[src/rtl/tlul_get_master.sv]
// Host-side TL-UL Get master: turns host read commands into A-channel Gets,
// tracks in-flight source IDs and returns D-channel data through one register.
module tlul_get_master #(
    parameter int MAX_OUTSTANDING = 4
) (
    input  logic        clk,
    input  logic        rst_n,
    input  logic        req_valid,
    output logic        req_ready,
    input  logic [31:0] req_addr,
    input  logic [1:0]  req_size,
    output logic        rsp_valid,
    input  logic        rsp_ready,
    output logic [31:0] rsp_data,
    output logic [2:0]  rsp_id,
    output logic        rsp_err,
    output logic [3:0]  outstanding_cnt,
    output logic        a_valid,
    input  logic        a_ready,
    output logic [2:0]  a_opcode,
    output logic [2:0]  a_param,
    output logic [3:0]  a_size,
    output logic [3:0]  a_mask,
    output logic [31:0] a_address,
    output logic [31:0] a_data,
    output logic [2:0]  a_source,
    input  logic        d_valid,
    output logic        d_ready,
    input  logic [2:0]  d_opcode,
    input  logic [2:0]  d_param,
    input  logic [3:0]  d_size,
    input  logic [31:0] d_data,
    input  logic [2:0]  d_source,
    input  logic [1:0]  d_sink
);

    logic [7:0]  r_busy;
    logic [3:0]  r_cnt;
    logic        r_a_valid;
    logic [31:0] r_a_address;
    logic [1:0]  r_a_size;
    logic [3:0]  r_a_mask;
    logic [2:0]  r_a_source;
    logic        r_rsp_valid;
    logic [31:0] r_rsp_data;
    logic [2:0]  r_rsp_id;
    logic        r_rsp_err;

    logic        w_legal;
    logic [3:0]  w_mask;
    logic [2:0]  w_free_idx;
    logic        w_any_free;
    logic        w_a_free;
    logic        w_acc_legal;
    logic        w_acc_illegal;
    logic        w_d_hs;
    logic        w_d_busy;
    logic        w_freeing;
    logic [7:0]  w_alloc_vec;
    logic [7:0]  w_free_vec;
    logic        w_unused;

    always_comb begin
        w_legal = 1'b0;
        w_mask  = 4'b0000;
        unique case (req_size)
            2'd0: begin
                w_legal = 1'b1;
                w_mask  = 4'b0001 << req_addr[1:0];
            end
            2'd1: begin
                w_legal = !req_addr[0];
                w_mask  = req_addr[1] ? 4'b1100 : 4'b0011;
            end
            2'd2: begin
                w_legal = (req_addr[1:0] == 2'b00);
                w_mask  = 4'b1111;
            end
            default: begin
                w_legal = 1'b0;
                w_mask  = 4'b0000;
            end
        endcase
    end

    // Scan downwards so the lowest free index wins
    always_comb begin
        w_free_idx = 3'd0;
        w_any_free = 1'b0;
        for (int i = MAX_OUTSTANDING - 1; i >= 0; i--) begin
            if (!r_busy[i]) begin
                w_free_idx = 3'(i);
                w_any_free = 1'b1;
            end
        end
    end

    assign d_ready   = !r_rsp_valid || rsp_ready;
    assign w_d_hs    = d_valid && d_ready;
    assign w_a_free  = !r_a_valid || a_ready;
    assign req_ready = w_legal ? (w_a_free && w_any_free)
                               : (d_ready && !d_valid);

    assign w_acc_legal   = req_valid && req_ready && w_legal;
    assign w_acc_illegal = req_valid && req_ready && !w_legal;

    // Bits at or above MAX_OUTSTANDING never get set, so range errors fall out here
    assign w_d_busy    = r_busy[d_source];
    assign w_freeing   = w_d_hs && w_d_busy;
    assign w_free_vec  = w_freeing ? (8'd1 << d_source) : 8'd0;
    assign w_alloc_vec = w_acc_legal ? (8'd1 << w_free_idx) : 8'd0;

    always_ff @(posedge clk or negedge rst_n) begin
        if (!rst_n) begin
            r_busy <= 8'd0;
            r_cnt  <= 4'd0;
        end else begin
            r_busy <= (r_busy | w_alloc_vec) & ~w_free_vec;
            if (w_acc_legal && !w_freeing)
                r_cnt <= r_cnt + 4'd1;
            else if (!w_acc_legal && w_freeing)
                r_cnt <= r_cnt - 4'd1;
        end
    end

    always_ff @(posedge clk or negedge rst_n) begin
        if (!rst_n) begin
            r_a_valid   <= 1'b0;
            r_a_address <= 32'd0;
            r_a_size    <= 2'd0;
            r_a_mask    <= 4'd0;
            r_a_source  <= 3'd0;
        end else if (w_acc_legal) begin
            r_a_valid   <= 1'b1;
            r_a_address <= req_addr;
            r_a_size    <= req_size;
            r_a_mask    <= w_mask;
            r_a_source  <= w_free_idx;
        end else if (a_ready) begin
            r_a_valid   <= 1'b0;
        end
    end

    always_ff @(posedge clk or negedge rst_n) begin
        if (!rst_n) begin
            r_rsp_valid <= 1'b0;
            r_rsp_data  <= 32'd0;
            r_rsp_id    <= 3'd0;
            r_rsp_err   <= 1'b0;
        end else if (w_d_hs) begin
            r_rsp_valid <= 1'b1;
            r_rsp_data  <= d_data;
            r_rsp_id    <= d_source;
            r_rsp_err   <= (d_opcode != 3'd1) || !w_d_busy;
        end else if (w_acc_illegal) begin
            r_rsp_valid <= 1'b1;
            r_rsp_data  <= 32'd0;
            r_rsp_id    <= 3'd0;
            r_rsp_err   <= 1'b1;
        end else if (rsp_ready) begin
            r_rsp_valid <= 1'b0;
        end
    end

    assign a_valid         = r_a_valid;
    assign a_opcode        = 3'd4;
    assign a_param         = 3'd0;
    assign a_size          = {2'b00, r_a_size};
    assign a_mask          = r_a_mask;
    assign a_address       = r_a_address;
    assign a_data          = 32'd0;
    assign a_source        = r_a_source;
    assign rsp_valid       = r_rsp_valid;
    assign rsp_data        = r_rsp_data;
    assign rsp_id          = r_rsp_id;
    assign rsp_err         = r_rsp_err;
    assign outstanding_cnt = r_cnt;

    assign w_unused = ^{d_param, d_size, d_sink};

endmodule
[config.mk]
export PLATFORM = sky130hd
export DESIGN_NAME = tlul_get_master
export DESIGN_NICKNAME = d
export VERILOG_FILES = /design/src/rtl/tlul_get_master.sv
export SDC_FILE = /design/constraint.sdc
export NUM_CORES = 1
export LEC_CHECK = 0
export BUFFER_PORTS_ARGS = -buffer_cell sky130_fd_sc_hd__buf_2
export CORE_MARGIN = 2
export CORE_UTILIZATION = 46
export DETAILED_ROUTE_END_ITERATION = 10
export PLACE_DENSITY = 0.92
export RECOVER_POWER = 100
export SYNTH_ARGS = -nofsm -noshare
export SYNTH_HDL_FRONTEND = slang
export SYNTH_SLANG_ARGS = --single-unit
[constraint.sdc]
create_clock -name clk -period 3.2 [get_ports clk]
set_input_delay 0.32 -clock clk [delete_from_list [all_inputs] [get_ports clk]]
set_output_delay 0.32 -clock clk [all_outputs]
set_load 0.005 [all_outputs]
* Word level (Yosys, flattened, before mapping)
Cells that the tools add are included.
** Storage, ports and cells
- Register bits after elaboration :: 91
- Bits of input ports :: 87
- Word-level logic and storage cells :: 78
** Operators by class
- Add/subtract/negate cells :: 2
- $lt $le $gt $ge :: 1
- Equality and inequality tests :: 3
- Shift operators :: 3
- Muxes and demuxes :: 29
- Bitwise operators :: 3
- Reduce and logical (&&, ||, !) cells :: 26
** Operators by type and width (number)
- $mux W32 :: 2
- $mux W8 :: 2
- $shl A1 B3 Y8 const A :: 2
- $mux W3 :: 5
- $mux W1 :: 13
- $mux W4 :: 3
- $pmux W4 S3 :: 1
- $logic_and A1 B1 Y1 :: 9
- $and A8 B8 Y8 :: 1
- $logic_not A1 Y1 :: 8
- $not A8 Y8 :: 1
- $or A8 B8 Y8 :: 1
- $reduce_bool A2 Y1 :: 3
- $add A4 B1 Y4 const B :: 1
- $logic_not A2 Y1 :: 2
- $lt A3 B4 Y1 const B :: 1
- $shl A1 B2 Y4 const A :: 1
- $sub A4 B1 Y4 const B :: 1
- $bmux W1 S3 :: 1
- $logic_or A1 B1 Y1 :: 3
- $ne A3 B1 Y1 const B :: 1
- $pmux W1 S3 :: 1
- $reduce_bool A3 Y1 :: 1
- $eq A2 B1 Y1 const B :: 1
- 2 further kinds :: 2

* Depth between registers and ports, before layout
Gate-level depths: netlist of run 1.
- Depth after elaboration :: 12
- Gate-level depth with buffers :: 13
- Depth with buffers taken out :: 11

* Worst setup path after synthesis of run 1
Ideal clock, no wire load.
- Kind :: reg2reg
- Start :: register r_rsp_valid (netlist: rsp_valid)
- End :: register r_cnt[3] (netlist: outstanding_cnt[3])
- Setup time :: 136 ps
- Arrival time :: 2627 ps
- Data required time :: 3064 ps
- Setup slack :: 437 ps
- Cell stages (with the launch flop) :: 13
- Path buffers :: 3
- Clock period less this slack :: 2763 ps
- Cell sequence :: dfrtp_1 -> nand2b_1 -> clkbuf_1 -> and2_1 -> buf_2 -> buf_1 -> nand2_1 -> ha_1 -> inv_1 -> ha_1 -> a21o_1 -> a2111oi_0 -> o31ai_1
** On the way
- Longest elaborated chain between the ends :: 9
** RTL lines
- start: declaration :: RTL line 44 : logic r_rsp_valid;
- start signal: assignment :: RTL line 146 : r_rsp_valid <= 1'b0;
- start signal: assignment :: RTL line 151 : r_rsp_valid <= 1'b1;
- start signal: assignment :: RTL line 156 : r_rsp_valid <= 1'b1;
- $logic_not A1 Y1 * :: RTL line 98 : assign d_ready = !r_rsp_valid || rsp_ready;
- $logic_or A1 B1 Y1 * :: RTL line 98
- named net d_ready :: RTL line 28 : output logic d_ready,
- $logic_and A1 B1 Y1 :: RTL line 102 : : (d_ready && !d_valid);
- $mux W1 :: RTL line 101 : assign req_ready = w_legal ? (w_a_free && w_any_free)
- $logic_and A1 B1 Y1 (2 in series) :: RTL line 104 : assign w_acc_legal = req_valid && req_ready && w_legal;
- $logic_not A1 Y1 :: RTL line 121 : else if (!w_acc_legal && w_freeing)
- $logic_and A1 B1 Y1 :: RTL line 121
- $reduce_bool A2 Y1 (no source line)
- end signal: assignment :: RTL line 120 : r_cnt <= r_cnt + 4'd1;
- end signal: assignment :: RTL line 122 : r_cnt <= r_cnt - 4'd1;
- end: declaration :: RTL line 38 : logic [3:0] r_cnt;
Mark *: on every way through the listed nets, which the timed path passes. The rest lies on a longest branch.
A chain may end at the register's enable or synchronous reset.

* Final worst setup path of run 1
- Start :: register r_busy[0]
- End :: register r_cnt[3] (netlist: outstanding_cnt[3])
** On the way
- Longest elaborated chain between the ends :: 8
** RTL lines
- start: declaration :: RTL line 37 : logic [7:0] r_busy;
- start signal: assignment :: RTL line 118 : r_busy <= (r_busy | w_alloc_vec) & ~w_free_vec;
- branches (longest 8 deep; another with $mux W4)
Parallel ways; which one is timed is not known. The select of a mux whose other input is x is not followed.

==> summary.txt, run 1 <==
Outcome
  • Outcome: finished, violations left
  • Violated checks: capacitance limit, slew limit

Floorplanning
  • Chip Height: approximately 99 µm
  • Cell Rows: 34
  • Total core area: 8720 µm²
  • Initial core utilization: approximately 47%
  • Boundary Pins: about 210
  • Horizontal die dimension: roughly 99 µm
  • Die outline area: just under 10,000 µm²

Clocking
  • Maximum number of buffers from clock root to sink: 2
  • H-tree depth: 3
  • Clock transition at the registers of the reported paths: around 0.090 ns
  • Number of hold buffers added after cts: 0
  • Clk sink count: 90
  • Clock latency on the worst-skew pair: approximately 0.35 ns
  • Clk root buf: sky130_fd_sc_hd__clkbuf_8
  • Quantity of gates resized following cts: 0
  • CTS buffer count: 9
  • TritonCTS clock tree: done
  • Number of buffers added for setup after CTS: 0

Logic synthesis
  • Count of unique library cells instantiated by Yosys: 43
  • Post-synthesis instance area: just over 4000 µm²
  • Number of warnings reported in the yosys synthesis log: 0
  • Prevailing post-synth register cell: sky130_fd_sc_hd__dfrtp_1
  • FF+latch count, synth: 90
  • Sequential share of the synthesized area: a little over half
  • Post-Syn Area per Cell: 13.4 µm²
  • Number of enable-type register cells in the synthesized netlist: 0
  • Share of flip-flops with an asynchronous set or reset: 100%
  • Synthesized instance count: around 310

Pwr
  • Switching power of the nets: ~1.1 mW
  • Internal power consumption: roughly 2.4 mW
  • Part of the total power dissipated in combinational logic: a little under a third
  • Total Power: between 3 and 4 mW
  • Cell Pwr Density: 734 nW/µm²
  • Net switching share of the total power: between 30% and 40%
  • Leakage power total: around 2.4 nW
  • Part of the total power dissipated in sequential elements: between 40% and 50%
  • Maximum vdd drop: 0.408 mV
  • Clk pwr share: 21.5%

Detailed routing
  • Vias post-DR: ~2.9k
  • Mean routed wirelength per cell: ~15 µm
  • DR DRC count: 0
  • Wirelength, routed: 8.75 mm
  • TritonRoute pass-1 iters: 4
  • Number of nets with antenna violations after detailed routing: 0
  • Via-per-instance ratio: 4.94
  • Drt initial violations: between 80 and 90

Finish
  • Final core area utilization: 55.6%
  • Commonest non-fill, non-tap cell in the layout: sky130_fd_sc_hd__buf_2
  • Most used cells in the layout excluding fill and tap cells: 123 x sky130_fd_sc_hd__buf_2, 90 x sky130_fd_sc_hd__dfrtp_1, 41 x sky130_fd_sc_hd__conb_1, 40 x sky130_fd_sc_hd__clkbuf_1, 35 x sky130_fd_sc_hd__a22o_1
  • Number of fill cells: approximately 790
  • Share of layout cells above drive strength 1: about a third
  • Ant diodes: 0
  • Footprint of the multi-input gates: between 1000 and 1500 µm²
  • Layout area overhead: 17.5%
  • Final nets: between 500 and 600
  • FF+latch area: around 2300 µm²

Global route
  • First-pass GRT wire length: between 10 and 15 mm
  • Maximum number of pins on one net before global-route repair: 65
  • GRT Residual Overflow: 0
  • Number of global-route vias before repair: 2,877
  • Initial antenna violation count: 0
  • Total GRT Usage: between 15 and 20%

Timing
  • Peak Freq: about 360 MHz
  • Unrepaired setup endpoints after global routing: false
  • Worst slew margin: -3.81%
  • Actual slew at the worst max-slew pin: between 1.5 and 2 ns
  • Number of setup violations in the final report: 0
  • Final clock skew: approximately 0.0088 ns
  • Minimum hold slack: roughly 0.18 ns
  • Post-Route Setup TNS: 0 ns
  • Post-route minimum period: between 2 and 3 ns
  • Fraction of the cycle the final worst path needs: slightly below 90%
  • Final hold viol count: 0
  • Final-report max-slew violation count: 65

Min path
  • Hold WC Path Type: input pin to flip-flop
  • Hold Crit Depth: 2

Placement
  • Placer's final routability congestion estimate: approximately 0.77
  • PortBufs: 161
  • Detailed Place HPWL: 6.50 mm

Worst setup path
  • Crit path max fanout: 6
  • Arrival time of data at the critical path endpoint: 2.98 ns
  • Cell chain of the critical path: and3_1 -> a21oi_1 -> and3_2 -> ha_1 -> inv_1 -> ha_1 -> a21o_1 -> a2111oi_0 -> o31ai_1
  • Most used cell along the critical path: sky130_fd_sc_hd__ha_1
  • Required time of the critical path: about 3.4 ns
  • Endpoint kind of the worst setup timing path: flip-flop
  • Worst Path Class, Setup: flip-flop to flip-flop
  • Reg2reg path depth: 9
  • Delay of the slowest cell on the worst path: approximately 0.44 ns
  • Startpoint kind of the worst setup timing path: flip-flop
  • Crit path max-delay cell type: sky130_fd_sc_hd__dfrtp_1

Run
  • Number of max-capacitance violations reported: 1
flip-flops by register name, indices dropped and copies added, names as in the netlist, 2 cells and up:
register	cells
r_busy	8
rsp_data	32
a_mask	4
r_a_size	2
rsp_id	3
a_address	32
a_source	2
outstanding_cnt	4
critical path, delay by kind of cell (launching register included):
family,cells,cell delay [ns]
adders and majority gates,2,0.50
AOI/OAI and AO/OA,4,1.09
DFF,1,0.44
and+or+nand+nor,2,0.50
buffers and inverters,1,0.12
power by group through the flow:
stage,sequential (mW),clock [mW],combinational (mW)
final,1.71,0.764,1.08
after global routing,1.76,0.845,1.21
after CTS,1.73,0.792,1.36
after detailed placement,1.74,0,1.36
after global placement,1.72,0,1.30
after floorplan,1.76,0,0.813
final cells by class:
type                       instances  share of cell area, %
clock buffer                      11                   2.71
clock inverter                     5                   1.29
inverter                           6                  0.465
multi-input combinational        195                   30.1
sequential                        90                   46.5
tap                              108                   2.79
timing repair buffer             166                   16.2
path summary, 6_finish.rpt:
| check | start | endpoint | slack (ns) |
|---|---|---|---|
| max | r_busy[0] | outstanding_cnt[3] | 0.43 |
| max reg2reg | r_busy[0] | outstanding_cnt[3] | 0.43 |
| min reg2reg | a_address[27] | a_address[27] | 0.49 |
| max in group asynchronous | rst_n | rsp_data[6] | 1.47 |
| min in group asynchronous | rst_n | a_address[4] | 0.36 |
| min | req_addr[24] | a_address[24] | 0.18 |
through the flow:
step	setup WS (ns)	area (µm²)	instances
2_1_floorplan	0.437	4270	348
3_3_place_gp	0.454	4850	565
3_5_place_dp	0.262	4850	565
4_1_cts	0.497	5040	581
5_1_grt	0.182	4850	581
6_report	0.435	4850	581
Yosys cell counts (2+ instances only):
cell,n,area [µm²]
sky130_fd_sc_hd__o31a_1,2,17.5
sky130_fd_sc_hd__nor2b_1,4,25.0
sky130_fd_sc_hd__ha_1,3,37.5
sky130_fd_sc_hd__a22o_1,35,307
sky130_fd_sc_hd__nand3_1,3,15.0
sky130_fd_sc_hd__buf_2,5,25.0
sky130_fd_sc_hd__conb_1,2,7.51
sky130_fd_sc_hd__inv_1,6,22.5
sky130_fd_sc_hd__o21ai_0,5,25.0
sky130_fd_sc_hd__mux2_2,6,67.6
sky130_fd_sc_hd__buf_6,5,56.3
sky130_fd_sc_hd__a21oi_1,4,20.0
sky130_fd_sc_hd__clkbuf_1,4,15.0
sky130_fd_sc_hd__dfrtp_1,90,2250
sky130_fd_sc_hd__nor2_1,7,26.3
sky130_fd_sc_hd__buf_4,41,308
sky130_fd_sc_hd__nand2_1,10,37.5
sky130_fd_sc_hd__a41oi_1,3,26.3
sky130_fd_sc_hd__mux2i_1,5,50.1
sky130_fd_sc_hd__o21a_1,3,22.5
sky130_fd_sc_hd__mux2_4,34,510
sky130_fd_sc_hd__and2_1,2,12.5
sky130_fd_sc_hd__buf_1,2,7.51
sky130_fd_sc_hd__xnor2_1,2,17.5
sky130_fd_sc_hd__nor3_1,6,30.0
sky130_fd_sc_hd__nand2b_1,3,18.8
cells by family (layout without fill, tap and decap cells):
| family | after synthesis | after routing | share of synthesized area [%] |
|---|---|---|---|
| buf+inv | 63 | 188 | 10.5 |
| fa+ha+maj | 4 | 4 | 1.40 |
| mux | 46 | 46 | 15.8 |
| flops | 90 | 90 | 54.6 |
| simple gates | 43 | 43 | 5.52 |
| compound gates | 59 | 59 | 11.6 |
| xor+xnor | 2 | 2 | 0.425 |
| other cells | 2 | 41 | 0.182 |
metal layers:
layer	share of wire (%)	global-route usage, %
met3	6.4	4.40
met4	1.3	4.85
met5	0	0
met2	50	30.7
met1	43	22.4
Note: power is estimated with default switching activity, not from simulation.
==> run 2, diff against run 1 <==
Settings changed: BUFFER_PORTS_ARGS -buffer_cell sky130_fd_sc_hd__buf_2 to -buffer_cell sky130_fd_sc_hd__buf_4.
==> summary.txt, run 2 (synthesized netlist as in run 1, its figures left out) <==
Finish
  • Final nets: 559
  • Layout area overhead: 28.1%
  • FF+latch area: approximately 2300 µm²
  • Final core area utilization: approximately 61%
  • Commonest non-fill, non-tap cell in the layout: sky130_fd_sc_hd__dfrtp_1
  • Most used cells in the layout excluding fill and tap cells: 90 x sky130_fd_sc_hd__dfrtp_1, 77 x sky130_fd_sc_hd__buf_4, 75 x sky130_fd_sc_hd__clkbuf_4, 41 x sky130_fd_sc_hd__conb_1, 35 x sky130_fd_sc_hd__a22o_1
  • Number of fill cells: 698
  • Share of layout cells above drive strength 1: a little under two fifths
  • Footprint of the multi-input gates: between 1000 and 1500 µm²
  • Ant diodes: 0

Pwr
  • Net switching share of the total power: between 20% and 30%
  • Clk pwr share: 22.3%
  • Switching power of the nets: ~1.2 mW
  • Part of the total power dissipated in sequential elements: roughly 44%
  • Cell Pwr Density: 734 nW/µm²
  • Leakage power total: 2.59 nW
  • Internal power consumption: between 2 and 3 mW
  • Total Power: 3.88 mW
  • Part of the total power dissipated in combinational logic: around 33%
  • Maximum vdd drop: between 0.3 and 0.4 mV

Worst setup path
  • FF-to-FF Start: rsp_valid
  • Crit path max-delay cell type: sky130_fd_sc_hd__a31oi_2
  • Cell chain of the critical path: nand2b_1 -> and2_0 -> clkbuf_2 -> a31oi_2 -> buf_4 -> a22o_1
  • Endpoint kind of the worst setup timing path: flip-flop
  • Register-to-register setup slack: between 0.4 and 0.5 ns
  • Delay of the slowest cell on the worst path: 0.85 ns
  • Crit path max fanout: 38
  • Worst Path Class, Setup: flip-flop to flip-flop
  • CP startpoint: rsp_valid
  • Arrival time of data at the critical path endpoint: 3.01 ns
  • Startpoint kind of the worst setup timing path: flip-flop
  • Required time of the critical path: between 3 and 4 ns

Global route
  • Initial antenna violation count: 0
  • Number of global-route vias before repair: 3,030
  • Maximum number of pins on one net before global-route repair: 65
  • Total GRT Usage: around a fifth
  • GRT Residual Overflow: 0
  • First-pass GRT wire length: between 15 and 20 mm

Min path
  • Hold WC Path Type: input pin to flip-flop
  • Hold_sp: req_addr[17]

Placement
  • Placer's final routability congestion estimate: around 0.8
  • Place WS: around 0.37 ns
  • Detailed Place HPWL: 6.94 mm
  • PortBufs: about 160

Detailed routing
  • Drt initial violations: roughly 120
  • Wirelength, routed: 9.26 mm
  • Number of nets with antenna violations after detailed routing: 0
  • Vias post-DR: ~2.9k
  • Via-per-instance ratio: between 5 and 6
  • TritonRoute pass-1 iters: 4
  • Mean routed wirelength per cell: between 15 and 20 µm
  • DR DRC count: 0

Floorplanning
  • Boundary Pins: approximately 210
  • Chip Height: about 99 µm
  • Initial core utilization: between 40 and 50%
  • Cell Rows: 34
  • Die outline area: roughly 10000 µm²
  • Total core area: ~8700 µm²
  • Horizontal die dimension: roughly 99 µm

Timing
  • Final hold viol count: 0
  • Worst setup margin: between 0.4 and 0.5 ns
  • Worst slew margin: -3.94%
  • Final-report max-slew violation count: 65
  • Actual slew at the worst max-slew pin: approximately 1.6 ns
  • Post-route minimum period: approximately 2.7 ns
  • Unrepaired setup endpoints after global routing: false
  • Number of setup violations in the final report: 0
  • Post-Route Setup TNS: 0 ns
  • Final clock skew: around 0.0091 ns
  • Peak Freq: 367 MHz
  • Fraction of the cycle the final worst path needs: between 80% and 90%

Run
  • Number of max-capacitance violations reported: 1

Clocking
  • CTS buffer count: 9
  • Maximum number of buffers from clock root to sink: 2
  • Clk sink count: 90
  • Number of buffers added for setup after CTS: 0
  • Clk root buf: sky130_fd_sc_hd__clkbuf_8
  • Number of hold buffers added after cts: 0
  • Clock latency on the worst-skew pair: 0.35 ns
  • TritonCTS clock tree: done
  • Clock transition at the registers of the reported paths: 0.09 ns
  • H-tree depth: 3
  • Quantity of gates resized following cts: 0

Outcome
  • Outcome: finished, violations left
  • Violated checks: capacitance limit, slew limit
==> run 2: area by class of cell <==
| cell class | count | share of cell area [%] |
|---|---|---|
| well taps | 108 | 2.56 |
| repair buffers | 166 | 22.7 |
| clock inverters | 5 | 1.66 |
| inverters | 6 | 0.426 |
| multi-input cells | 195 | 27.5 |
| clock buffers | 10 | 2.60 |
| flip-flops and latches | 90 | 42.6 |
==> run 2: final timing paths <==
path / cells after the start / endpoint
worst max-delay path: 6 / rsp_data[27]
worst min-delay path: 2 / a_address[17]
worst max register to register: 6 / rsp_data[27]
worst min register to register: 1 / a_address[4]
max in group asynchronous: 2 / a_address[11]
min in group asynchronous: 1 / a_address[4]
==> run 2: critical path, delay by kind of cell (launching register included) <==
family | cells | cell delay, ns
AO/OA/AOI/OAI | 2 | 1.03
buffers and inverters | 2 | 0.89
flip-flops | 1 | 0.35
AND/OR/NAND/NOR | 2 | 0.38
==> run 2: layer usage <==
metal	vias to the layer above	global-route usage (%)	wire length, µm
met5	-	0	0
met3	25	4.54	590
met4	0	8.01	230
met2	129	32.5	4680
met1	1418	24.9	3760
li1	1332	-	-
==> run 2: power groups by stage <==
stage          clock [mW]  combinational (mW)  sequential, mW
2_1_floorplan           0               0.813            1.76
3_3_place_gp            0                1.51            1.74
3_5_place_dp            0                1.58            1.76
4_1_cts             0.891                1.59            1.75
5_1_grt             0.938                1.43            1.78
6_report            0.863                1.29            1.72
==> run 2: stage by stage <==
| stage | cells | cell area, µm² | hold slack (ns) |
|---|---|---|---|
| after floorplan | 348 | 4270 | 0.0244 |
| after global placement | 565 | 5250 | 0.443 |
| after detailed placement | 565 | 5250 | 0.459 |
| after CTS | 580 | 5480 | 0.0668 |
| after global routing | 580 | 5290 | 0.159 |
| final | 580 | 5290 | 0.184 |
